`src/rtl/vga_pkg.sv`:
```
// Shared constants and types for the framebuffer path: RAM geometry,
// 640x480 timing, read-tag ownership and the processor-side FSM states.
package vga_pkg;

  localparam int ADDR_W = 19;
  localparam int DATA_W = 8;

  localparam int H_VISIBLE = 640;
  localparam int H_FRONT   = 16;
  localparam int H_SYNC    = 96;
  localparam int H_BACK    = 48;
  localparam int H_TOTAL   = H_VISIBLE + H_FRONT + H_SYNC + H_BACK;
  localparam int V_VISIBLE = 480;
  localparam int V_FRONT   = 10;
  localparam int V_SYNC    = 2;
  localparam int V_BACK    = 33;
  localparam int V_TOTAL   = V_VISIBLE + V_FRONT + V_SYNC + V_BACK;
  localparam int FRAME_WORDS = H_VISIBLE * V_VISIBLE;

  typedef enum logic {OWN_DISP, OWN_CPU} owner_t;

  typedef enum logic [1:0] {IDLE, WR_ACK, RD_WAIT, HOLD} cpu_state_t;

  typedef struct packed {
    logic   valid;
    owner_t owner;
  } tag_t;

endpackage

```
`src/rtl/vram_arbiter_if.sv`:
```
// Display, processor and RAM signal bundle; slave is the arbiter side,
// master is the surrounding system (VGA pipeline, CPU bus, RAM).
interface vram_arbiter_if #(
  parameter int ADDR_W = vga_pkg::ADDR_W,
  parameter int DATA_W = vga_pkg::DATA_W
);
  logic              Disp_Req;
  logic [ADDR_W-1:0] Disp_Addr;
  logic              Disp_Data_Valid;
  logic [DATA_W-1:0] Disp_Data;
  logic              Disp_Drop;
  logic              Cpu_Req;
  logic              Cpu_We;
  logic [ADDR_W-1:0] Cpu_Addr;
  logic [DATA_W-1:0] Cpu_Wdata;
  logic              Cpu_Ack;
  logic [DATA_W-1:0] Cpu_Rdata;
  logic              Mem_En;
  logic              Mem_We;
  logic [ADDR_W-1:0] Mem_Addr;
  logic [DATA_W-1:0] Mem_Wdata;
  logic [DATA_W-1:0] Mem_Rdata;

  modport slave (
    input  Disp_Req, Disp_Addr, Cpu_Req, Cpu_We, Cpu_Addr, Cpu_Wdata, Mem_Rdata,
    output Disp_Data_Valid, Disp_Data, Disp_Drop, Cpu_Ack, Cpu_Rdata,
           Mem_En, Mem_We, Mem_Addr, Mem_Wdata
  );

  modport master (
    output Disp_Req, Disp_Addr, Cpu_Req, Cpu_We, Cpu_Addr, Cpu_Wdata, Mem_Rdata,
    input  Disp_Data_Valid, Disp_Data, Disp_Drop, Cpu_Ack, Cpu_Rdata,
           Mem_En, Mem_We, Mem_Addr, Mem_Wdata
  );
endinterface

```
`src/rtl/vram_tag_pipe.sv`:
```
// {valid, owner} shift register tracking reads in flight so each returning
// RAM word can be routed to the requester that issued it.
module vram_tag_pipe
  import vga_pkg::*;
#(
  parameter int DEPTH = 2
) (
  input  logic clk,
  input  logic rst,
  input  tag_t tag_in,
  output tag_t tag_out
);

  tag_t stage [DEPTH];

  always_ff @(posedge clk or posedge rst) begin
    if (rst) begin
      for (int unsigned i = 0; i < DEPTH; i++) stage[i] <= '0;
    end else begin
      stage[0] <= tag_in;
      for (int unsigned i = 1; i < DEPTH; i++) stage[i] <= stage[i-1];
    end
  end

  assign tag_out = stage[DEPTH-1];

endmodule

```
`src/rtl/vram_arbiter.sv`:
```
// Single-port video RAM arbiter: display reads have priority, the processor
// gets a forced slot after STARVE_LIMIT denied cycles at the cost of one display word.
module vram_arbiter
  import vga_pkg::*;
#(
  parameter int ADDR_W       = vga_pkg::ADDR_W,
  parameter int DATA_W       = vga_pkg::DATA_W,
  parameter int RD_LATENCY   = 1,
  parameter int STARVE_LIMIT = 64
) (
  input logic           Fast_Clock,
  input logic           Reset,
  vram_arbiter_if.slave bus
);

  localparam int CNT_W = $clog2(STARVE_LIMIT + 1);
  localparam logic [CNT_W-1:0] LIMIT = CNT_W'(STARVE_LIMIT);

  cpu_state_t       state, state_nxt;
  logic [CNT_W-1:0] starve_cnt;
  logic             cpu_elig, forced, grant_cpu, grant_disp;
  logic             ack_nxt, rdata_ld;
  tag_t             tag_in, tag_out;

  always_comb begin
    cpu_elig     = bus.Cpu_Req && (state == IDLE);
    forced       = cpu_elig && (starve_cnt == LIMIT);
    grant_cpu    = forced || (cpu_elig && !bus.Disp_Req);
    grant_disp   = bus.Disp_Req && !forced;
    tag_in.valid = grant_disp || (grant_cpu && !bus.Cpu_We);
    tag_in.owner = grant_cpu ? OWN_CPU : OWN_DISP;
  end

  vram_tag_pipe #(.DEPTH(RD_LATENCY + 1)) u_tag_pipe (
    .clk     (Fast_Clock),
    .rst     (Reset),
    .tag_in  (tag_in),
    .tag_out (tag_out)
  );

  // HOLD blocks re-acceptance of a request still high during the Ack cycle.
  always_comb begin
    state_nxt = state;
    ack_nxt   = 1'b0;
    rdata_ld  = 1'b0;
    case (state)
      IDLE:    if (grant_cpu) state_nxt = bus.Cpu_We ? WR_ACK : RD_WAIT;
      WR_ACK:  begin
        ack_nxt   = 1'b1;
        state_nxt = HOLD;
      end
      RD_WAIT: if (tag_out.valid && tag_out.owner == OWN_CPU) begin
        ack_nxt   = 1'b1;
        rdata_ld  = 1'b1;
        state_nxt = HOLD;
      end
      HOLD:    state_nxt = IDLE;
      default: state_nxt = IDLE;
    endcase
  end

  always_ff @(posedge Fast_Clock or posedge Reset) begin
    if (Reset) state <= IDLE;
    else       state <= state_nxt;
  end

  always_ff @(posedge Fast_Clock or posedge Reset) begin
    if (Reset)                              starve_cnt <= '0;
    else if (grant_cpu)                     starve_cnt <= '0;
    else if (cpu_elig && starve_cnt != LIMIT) starve_cnt <= starve_cnt + 1'b1;
  end

  always_ff @(posedge Fast_Clock or posedge Reset) begin
    if (Reset) begin
      bus.Mem_En          <= 1'b0;
      bus.Mem_We          <= 1'b0;
      bus.Mem_Addr        <= '0;
      bus.Mem_Wdata       <= '0;
      bus.Disp_Drop       <= 1'b0;
      bus.Disp_Data_Valid <= 1'b0;
      bus.Disp_Data       <= '0;
      bus.Cpu_Ack         <= 1'b0;
      bus.Cpu_Rdata       <= '0;
    end else begin
      bus.Mem_En    <= grant_cpu || grant_disp;
      bus.Mem_We    <= grant_cpu && bus.Cpu_We;
      bus.Mem_Addr  <= grant_cpu ? bus.Cpu_Addr : (grant_disp ? bus.Disp_Addr : '0);
      bus.Mem_Wdata <= (grant_cpu && bus.Cpu_We) ? bus.Cpu_Wdata : '0;
      bus.Disp_Drop <= forced && bus.Disp_Req;
      bus.Cpu_Ack   <= ack_nxt;
      bus.Disp_Data_Valid <= tag_out.valid && (tag_out.owner == OWN_DISP);
      if (tag_out.valid && tag_out.owner == OWN_DISP) bus.Disp_Data <= bus.Mem_Rdata;
      if (rdata_ld) bus.Cpu_Rdata <= bus.Mem_Rdata;
    end
  end

endmodule

```
`src/flat_wrapper.sv`:
```
// flat-port wrapper written by rule: the top's interface ports become plain ports
module vram_arbiter_flat import vga_pkg::*;
#(
  parameter int ADDR_W       = vga_pkg::ADDR_W,
  parameter int DATA_W       = vga_pkg::DATA_W,
  parameter int RD_LATENCY   = 1,
  parameter int STARVE_LIMIT = 64
)
  (Fast_Clock, Reset, bus_Disp_Req, bus_Disp_Addr, bus_Cpu_Req, bus_Cpu_We, bus_Cpu_Addr, bus_Cpu_Wdata, bus_Mem_Rdata, bus_Disp_Data_Valid, bus_Disp_Data, bus_Disp_Drop, bus_Cpu_Ack, bus_Cpu_Rdata, bus_Mem_En, bus_Mem_We, bus_Mem_Addr, bus_Mem_Wdata);
  vram_arbiter_if #(.ADDR_W(ADDR_W), .DATA_W(DATA_W)) bus_i ();
  input logic Fast_Clock;
  input logic Reset;
  input wire logic [$bits(bus_i.Disp_Req)-1:0] bus_Disp_Req;
  input wire logic [$bits(bus_i.Disp_Addr)-1:0] bus_Disp_Addr;
  input wire logic [$bits(bus_i.Cpu_Req)-1:0] bus_Cpu_Req;
  input wire logic [$bits(bus_i.Cpu_We)-1:0] bus_Cpu_We;
  input wire logic [$bits(bus_i.Cpu_Addr)-1:0] bus_Cpu_Addr;
  input wire logic [$bits(bus_i.Cpu_Wdata)-1:0] bus_Cpu_Wdata;
  input wire logic [$bits(bus_i.Mem_Rdata)-1:0] bus_Mem_Rdata;
  output wire logic [$bits(bus_i.Disp_Data_Valid)-1:0] bus_Disp_Data_Valid;
  output wire logic [$bits(bus_i.Disp_Data)-1:0] bus_Disp_Data;
  output wire logic [$bits(bus_i.Disp_Drop)-1:0] bus_Disp_Drop;
  output wire logic [$bits(bus_i.Cpu_Ack)-1:0] bus_Cpu_Ack;
  output wire logic [$bits(bus_i.Cpu_Rdata)-1:0] bus_Cpu_Rdata;
  output wire logic [$bits(bus_i.Mem_En)-1:0] bus_Mem_En;
  output wire logic [$bits(bus_i.Mem_We)-1:0] bus_Mem_We;
  output wire logic [$bits(bus_i.Mem_Addr)-1:0] bus_Mem_Addr;
  output wire logic [$bits(bus_i.Mem_Wdata)-1:0] bus_Mem_Wdata;
  assign bus_i.Disp_Req = bus_Disp_Req;
  assign bus_i.Disp_Addr = bus_Disp_Addr;
  assign bus_i.Cpu_Req = bus_Cpu_Req;
  assign bus_i.Cpu_We = bus_Cpu_We;
  assign bus_i.Cpu_Addr = bus_Cpu_Addr;
  assign bus_i.Cpu_Wdata = bus_Cpu_Wdata;
  assign bus_i.Mem_Rdata = bus_Mem_Rdata;
  assign bus_Disp_Data_Valid = bus_i.Disp_Data_Valid;
  assign bus_Disp_Data = bus_i.Disp_Data;
  assign bus_Disp_Drop = bus_i.Disp_Drop;
  assign bus_Cpu_Ack = bus_i.Cpu_Ack;
  assign bus_Cpu_Rdata = bus_i.Cpu_Rdata;
  assign bus_Mem_En = bus_i.Mem_En;
  assign bus_Mem_We = bus_i.Mem_We;
  assign bus_Mem_Addr = bus_i.Mem_Addr;
  assign bus_Mem_Wdata = bus_i.Mem_Wdata;
  vram_arbiter #(.ADDR_W(ADDR_W), .DATA_W(DATA_W), .RD_LATENCY(RD_LATENCY), .STARVE_LIMIT(STARVE_LIMIT)) u_core (.Fast_Clock(Fast_Clock), .Reset(Reset), .bus(bus_i));
endmodule
```
`config.mk`:
```
export PLATFORM = sky130hd
export DESIGN_NAME = vram_arbiter_flat
export DESIGN_NICKNAME = d
export VERILOG_FILES = /design/src/rtl/vga_pkg.sv /design/src/rtl/vram_arbiter_if.sv /design/src/rtl/vram_tag_pipe.sv /design/src/rtl/vram_arbiter.sv /design/src/flat_wrapper.sv
export SDC_FILE = /design/constraint.sdc
export NUM_CORES = 1
export LEC_CHECK = 0
export ABC_AREA = 1
export CAP_MARGIN = 5
export CORE_MARGIN = 3
export CORE_UTILIZATION = 44
export CTS_BUF_LIST = sky130_fd_sc_hd__clkbuf_4 sky130_fd_sc_hd__clkbuf_8
export DETAILED_ROUTE_END_ITERATION = 7
export PLACE_DENSITY_LB_ADDON = 0.12
export SLEW_MARGIN = 20
export SYNTH_ARGS = -nofsm -noshare
export SYNTH_HDL_FRONTEND = slang
export SYNTH_SLANG_ARGS = --single-unit
```
`constraint.sdc`:
```
create_clock -name Fast_Clock -period 2.45 [get_ports Fast_Clock]
set_input_delay 0.3675 -clock Fast_Clock [delete_from_list [all_inputs] [get_ports Fast_Clock]]
set_output_delay 0.3675 -clock Fast_Clock [all_outputs]
set_load 0.05 [all_outputs]
```
* After elaboration in Yosys (flattened, before gate mapping)
Cells that the tools add are included.
** Word-level totals
- Bits in registers :: 61
- Input port bits :: 59
- Output and inout bits :: 48
- Logic and storage cells :: 56
** Cells by class
- Add/subtract/negate cells :: 1
- Equality and inequality tests :: 7
- Muxes and demuxes :: 13
- Bitwise gates (word level) :: 1
- Reduce and logical (&&, ||, !) cells :: 19
** Operators by type and width (number)
- two-way mux 19 bit :: 2
- two-way mux 7 bit :: 2
- logical AND 1 bit :: 10
- two-way mux 8 bit :: 1
- case mux 2 bit (4 select lines) :: 1
- adder 7 x 1 -> 7 bit, second input constant :: 1
- == test 7 bit, second input constant :: 1
- != test 7 bit, second input constant :: 1
- two-way mux 2 bit :: 3
- == test 2 bit, second input constant :: 2
- != test 2 x 1 -> 1 bit, second input constant :: 2
- logical NOT 1 bit :: 3
- logical OR 1 bit :: 3
- two-way mux 1 bit :: 3
- == test 2 x 1 -> 1 bit, second input constant :: 1
- logical NOT 2 bit :: 1
- case mux 1 bit (2 select lines) :: 1
- AND reduction 2 bit :: 1
- nonzero test 2 bit :: 1
- inverter 1 bit :: 1

* Longest topological paths before layout
- Depth after elaboration :: 7
- Depth in mapped cells :: 9
- Depth with buffers taken out :: 9

* Hierarchy
A second synthesis with hierarchy kept.
** Second synthesis, totals
- Cells, all modules :: 270
- Area total of the unflattened synthesis :: 2476.1 um2
** Modules (own cells, without submodules)
- vram_arbiter :: instances 1, cells each 263, area an instance 2357.3 um2, sequential area each 1426.4 um2
- vram_tag_pipe :: instances 1, cells each 7, area an instance 118.9 um2, sequential area each 100.1 um2

* Worst setup path before layout
Ideal clock, no wire load.
- Path kind :: flip-flop to flip-flop
- From :: register u_core.state[0]
- To :: register u_core.bus.Mem_Addr[8] in the netlist's numbering
- Setup time :: 0.117 ns
- Data arrival time :: 1.254 ns
- Data required time :: 2.333 ns
- Slack :: 1.079 ns
- Cell stages (with the launch flop) :: 10
- Buffers on the path :: 1
- Clock period less this slack :: 1.371 ns
- Cell sequence :: dfrtp_1 inv_1 ha_1 nand2_4 nor2_1 inv_1 nand2_8 buf_6 nand2_1 nand2_1
** On the way
- Cells in the longest elaborated chain, start to end :: 7
- Elaborated cells between the ends (all ways) :: 9
- Those cells by class :: mux (2); reduce/logical (7)
** Ends and longest elaborated chain
- start: declaration :: line vram_arbiter.sv:19 : cpu_state_t state, state_nxt;
- start signal: assignment :: line vram_arbiter.sv:64 : else state <= state_nxt;
- logical NOT 2 bit * :: line vram_arbiter.sv:26 : cpu_elig = bus.Cpu_Req && (state == IDLE);
- logical AND 1 bit * :: line vram_arbiter.sv:26
- logical AND 1 bit :: line vram_arbiter.sv:27 : forced = cpu_elig && (starve_cnt == LIMIT);
- logical NOT 1 bit :: line vram_arbiter.sv:29 : grant_disp = bus.Disp_Req && !forced;
- logical AND 1 bit :: line vram_arbiter.sv:29
- two-way mux 19 bit :: line vram_arbiter.sv:87 : bus.Mem_Addr <= grant_cpu ? bus.Cpu_Addr : (grant_disp ? bus.Disp_Addr : '0);
- two-way mux 19 bit * :: line vram_arbiter.sv:87
- end signal: assignment :: line vram_arbiter.sv:87
- end: declaration :: line vram_arbiter_if.sv:27 : Mem_En, Mem_We, Mem_Addr, Mem_Wdata
Every way passes the cells marked *; elsewhere a longest branch is shown, timed or not.
A chain may end at the register's enable or synchronous reset.

* Worst setup path after layout
- From :: register u_core.bus.Cpu_Rdata[7]
- To :: output port bus_Cpu_Rdata[7]
** RTL lines
- start: declaration :: line vram_arbiter_if.sv:26 : output Disp_Data_Valid, Disp_Data, Disp_Drop, Cpu_Ack, Cpu_Rdata,
- start signal: assignment :: line vram_arbiter.sv:93 : if (rdata_ld) bus.Cpu_Rdata <= bus.Mem_Rdata;
- end: declaration :: line flat_wrapper.sv:24 : output wire logic [$bits(bus_i.Cpu_Rdata)-1:0] bus_Cpu_Rdata;
No word-level cell between the ends.

==> run summary <==
TritonCTS Buffers -> 9
first-pass GRT wire length -> 9340 um
CTS tree -> built
warnings from Yosys -> 0
drt pass-1 iters -> 4
Via Count -> 2146
Clk Latency, worst-skew pair -> 0.32 ns
Site Rows -> 26
post-CTS setup buffers -> 0
Top Ports -> 107
Die H -> 81.9 um
Peak Freq -> 532 MHz
Via density -> 4.71
Synthesized Nets -> 335
Netlist cell types -> 27
Worst Skew -> 0.00886 ns
nets@finish -> 446
Fin. Hold Viols -> 0
worst vdd ir -> 0.000629 V
# setup viols final -> 0
WP data arrival -> 1.51 ns
wire per inst -> 12.8 um
FF+latch count, synth -> 61
Startpoint Class -> register
total power -> 3.77 mW
PwrDens -> 979 nW/um^2
sequential fraction of the synthesis area -> 0.603
Hold WS -> 0.348 ns
Slew HR -> 0.605
critical path class -> reg2out
ys async rst share -> 1.00
Antenna Nets Post-Route -> 0
WP buf/inv -> 1
cells after synthesis -> 270
fin cells -> 456
Worst EP required -> 2.08 ns
initial antenna violation count -> 0
status -> complete, no violations
worst-path cell chain -> clkdlybuf4s50_1
Post-CTS Hold Buffers -> 0
MaxCap Viol Count -> 0
Post-synth EDFFs -> 0
initial DRC count -> 87
Syn Area/Cell -> 9.38 um^2
Syn-to-layout area delta -> 52.2%
total wire length -> 5850 um
Setup crit start -> u_core.bus.Cpu_Rdata[7]
top cell type by total area after synthesis -> dfrtp_1
routability cong. -> 0.803
Tcrit/Tclk final -> 0.768
Remaining DRCs -> 0
CTS resizes -> 0
hpwl dp -> 4270 um
CP delay by family, top -> buffers and inverters
clk sinks -> 61
Synth top area share -> 0.603
layout cells sized above 1 -> 0.0777
vias in the first global route -> 2085
placed instance count -> 440
unrepaired setup endpoints after global routing -> false
# H-tree levels -> 3
Root Buffer -> clkbuf_8
Total GRT Usage -> 0.184
top post-synthesis cells by area -> dfrtp_1, nand2_1, inv_1
CP max FO -> 2
hold_sp -> u_core.u_tag_pipe.stage[3]
Die Width -> 81.9 um
Starting Density -> 0.475
worst hold path type -> reg2reg
pre-CTS setup slack -> 0.578 ns
RR Startpoint -> u_core.state[0]
slowest CP cell -> clkdlybuf4s50_1
worst slew pin tran -> 0.592 ns
ys flop type -> dfrtp_1
Clock Tree Buf Depth -> 2
fin worst setup slack -> 0.569 ns
port bufs -> 106
Netlist Area Pre-Place -> 2530 um^2
CP Capture Type -> output port
TNS Setup -> 0 ns
Ant. Diodes -> 0
Final min period -> 1.88 ns
area of the core -> 5340 um^2
total gr overflow -> 0
Max Slew Vio Count -> 0
CP peak stage delay -> 0.82 ns
largest net degree at the start of global routing -> 36
die area -> 6700 um^2
Reg clk slew, reported paths -> 0.06 ns
Leak -> 1.93 nW
-- final timing paths --
kind | end | slack [ns] | depth (start not counted)
worst max-delay path | bus_Cpu_Rdata[7] | 0.57 | 1
worst min-delay path | u_core.u_tag_pipe.tag_out[1] | 0.35 | 0
worst max register to register | u_core.starve_cnt[5] | 0.70 | 9
worst min register to register | u_core.u_tag_pipe.tag_out[1] | 0.35 | 0
max in group asynchronous | u_core.bus.Disp_Data[2] | 1.42 | 3
min in group asynchronous | u_core.bus.Mem_Wdata[1] | 0.44 | 2
-- layout make-up --
class / instances / area [um^2]
multi-input combinational: 161 / 802
sequential: 61 / 1530
inverter: 40 / 150
clock inverter: 4 / 47.5
clock buffer: 12 / 153
timing repair buffer: 108 / 1090
tap: 70 / 87.6
fill: 428 / 1480
-- synthesized netlist by cell type, types with 2 or more instances --
| cell | count |
|---|---|
| o21ai_0 | 18 |
| nand3_1 | 25 |
| nand2_4 | 3 |
| a21oi_1 | 3 |
| inv_1 | 37 |
| nand2_1 | 76 |
| buf_1 | 2 |
| ha_1 | 6 |
| nand4_1 | 3 |
| nor3_1 | 2 |
| nor2_1 | 15 |
| buf_6 | 2 |
| dfrtp_1 | 61 |
| buf_4 | 2 |
| inv_2 | 3 |
-- cells by family (layout without fill, tap and decap cells) --
| family | after synthesis | after routing | share of synthesized area |
|---|---|---|---|
| fa+ha+maj | 6 | 6 | 0.0296 |
| compound gates | 24 | 24 | 0.0489 |
| simple gates | 131 | 131 | 0.238 |
| flops | 61 | 61 | 0.603 |
| buf+inv | 48 | 164 | 0.0805 |
-- stage by stage --
stage | utilization | instance area [um^2]
6_report | 0.723 | 3850
5_1_grt | 0.723 | 3850
4_1_cts | 0.723 | 3850
3_5_place_dp | 0.685 | 3650
3_3_place_gp | 0.685 | 3650
2_1_floorplan | - | 2530
-- state kept, by name, indices dropped and copies added, names as in the netlist --
signal	cells
u_core.bus.Mem_We	1
u_core.u_tag_pipe.stage	2
u_core.u_tag_pipe.tag_out	2
u_core.bus.Disp_Drop	1
u_core.state	2
u_core.bus.Mem_En	1
u_core.bus.Disp_Data	8
u_core.bus.Cpu_Ack	1
u_core.bus.Mem_Wdata	8
u_core.bus.Mem_Addr	19
u_core.bus.Disp_Data_Valid	1
u_core.starve_cnt	7
u_core.bus.Cpu_Rdata	8
-- layer usage --
metal | global-route usage | routed length, um | vias up
met4 | 0.0548 | 112 | 0
met1 | 0.218 | 2330 | 987
li1 | - | - | 1063
met3 | 0.0735 | 504 | 12
met5 | 0 | 0 | -
met2 | 0.306 | 2890 | 84
-- cell usage in the layout, fill, tap and decap left out, types with 2 or more instances in the layout --
cell	Yosys	routed
nand3_1	25	25
nor2_1	15	15
inv_2	3	4
nand4_1	3	3
clkdlybuf4s50_1	0	106
clkbuf_8	0	10
nor3_1	2	2
dfrtp_1	61	61
clkinv_2	0	2
nand2_1	76	76
inv_1	37	36
a21oi_1	3	3
o21ai_0	18	18
nand2_4	3	3
clkbuf_4	0	2
ha_1	6	6
-- power by group --
part	switching [mW]	total [mW]	internal, mW
Clock	0.366	0.883	0.517
Combinational	1.03	1.56	0.537
Sequential	0.106	1.33	1.22
Total	1.50	3.77	2.28
No activity file was read; power rests on OpenSTA's default activity.
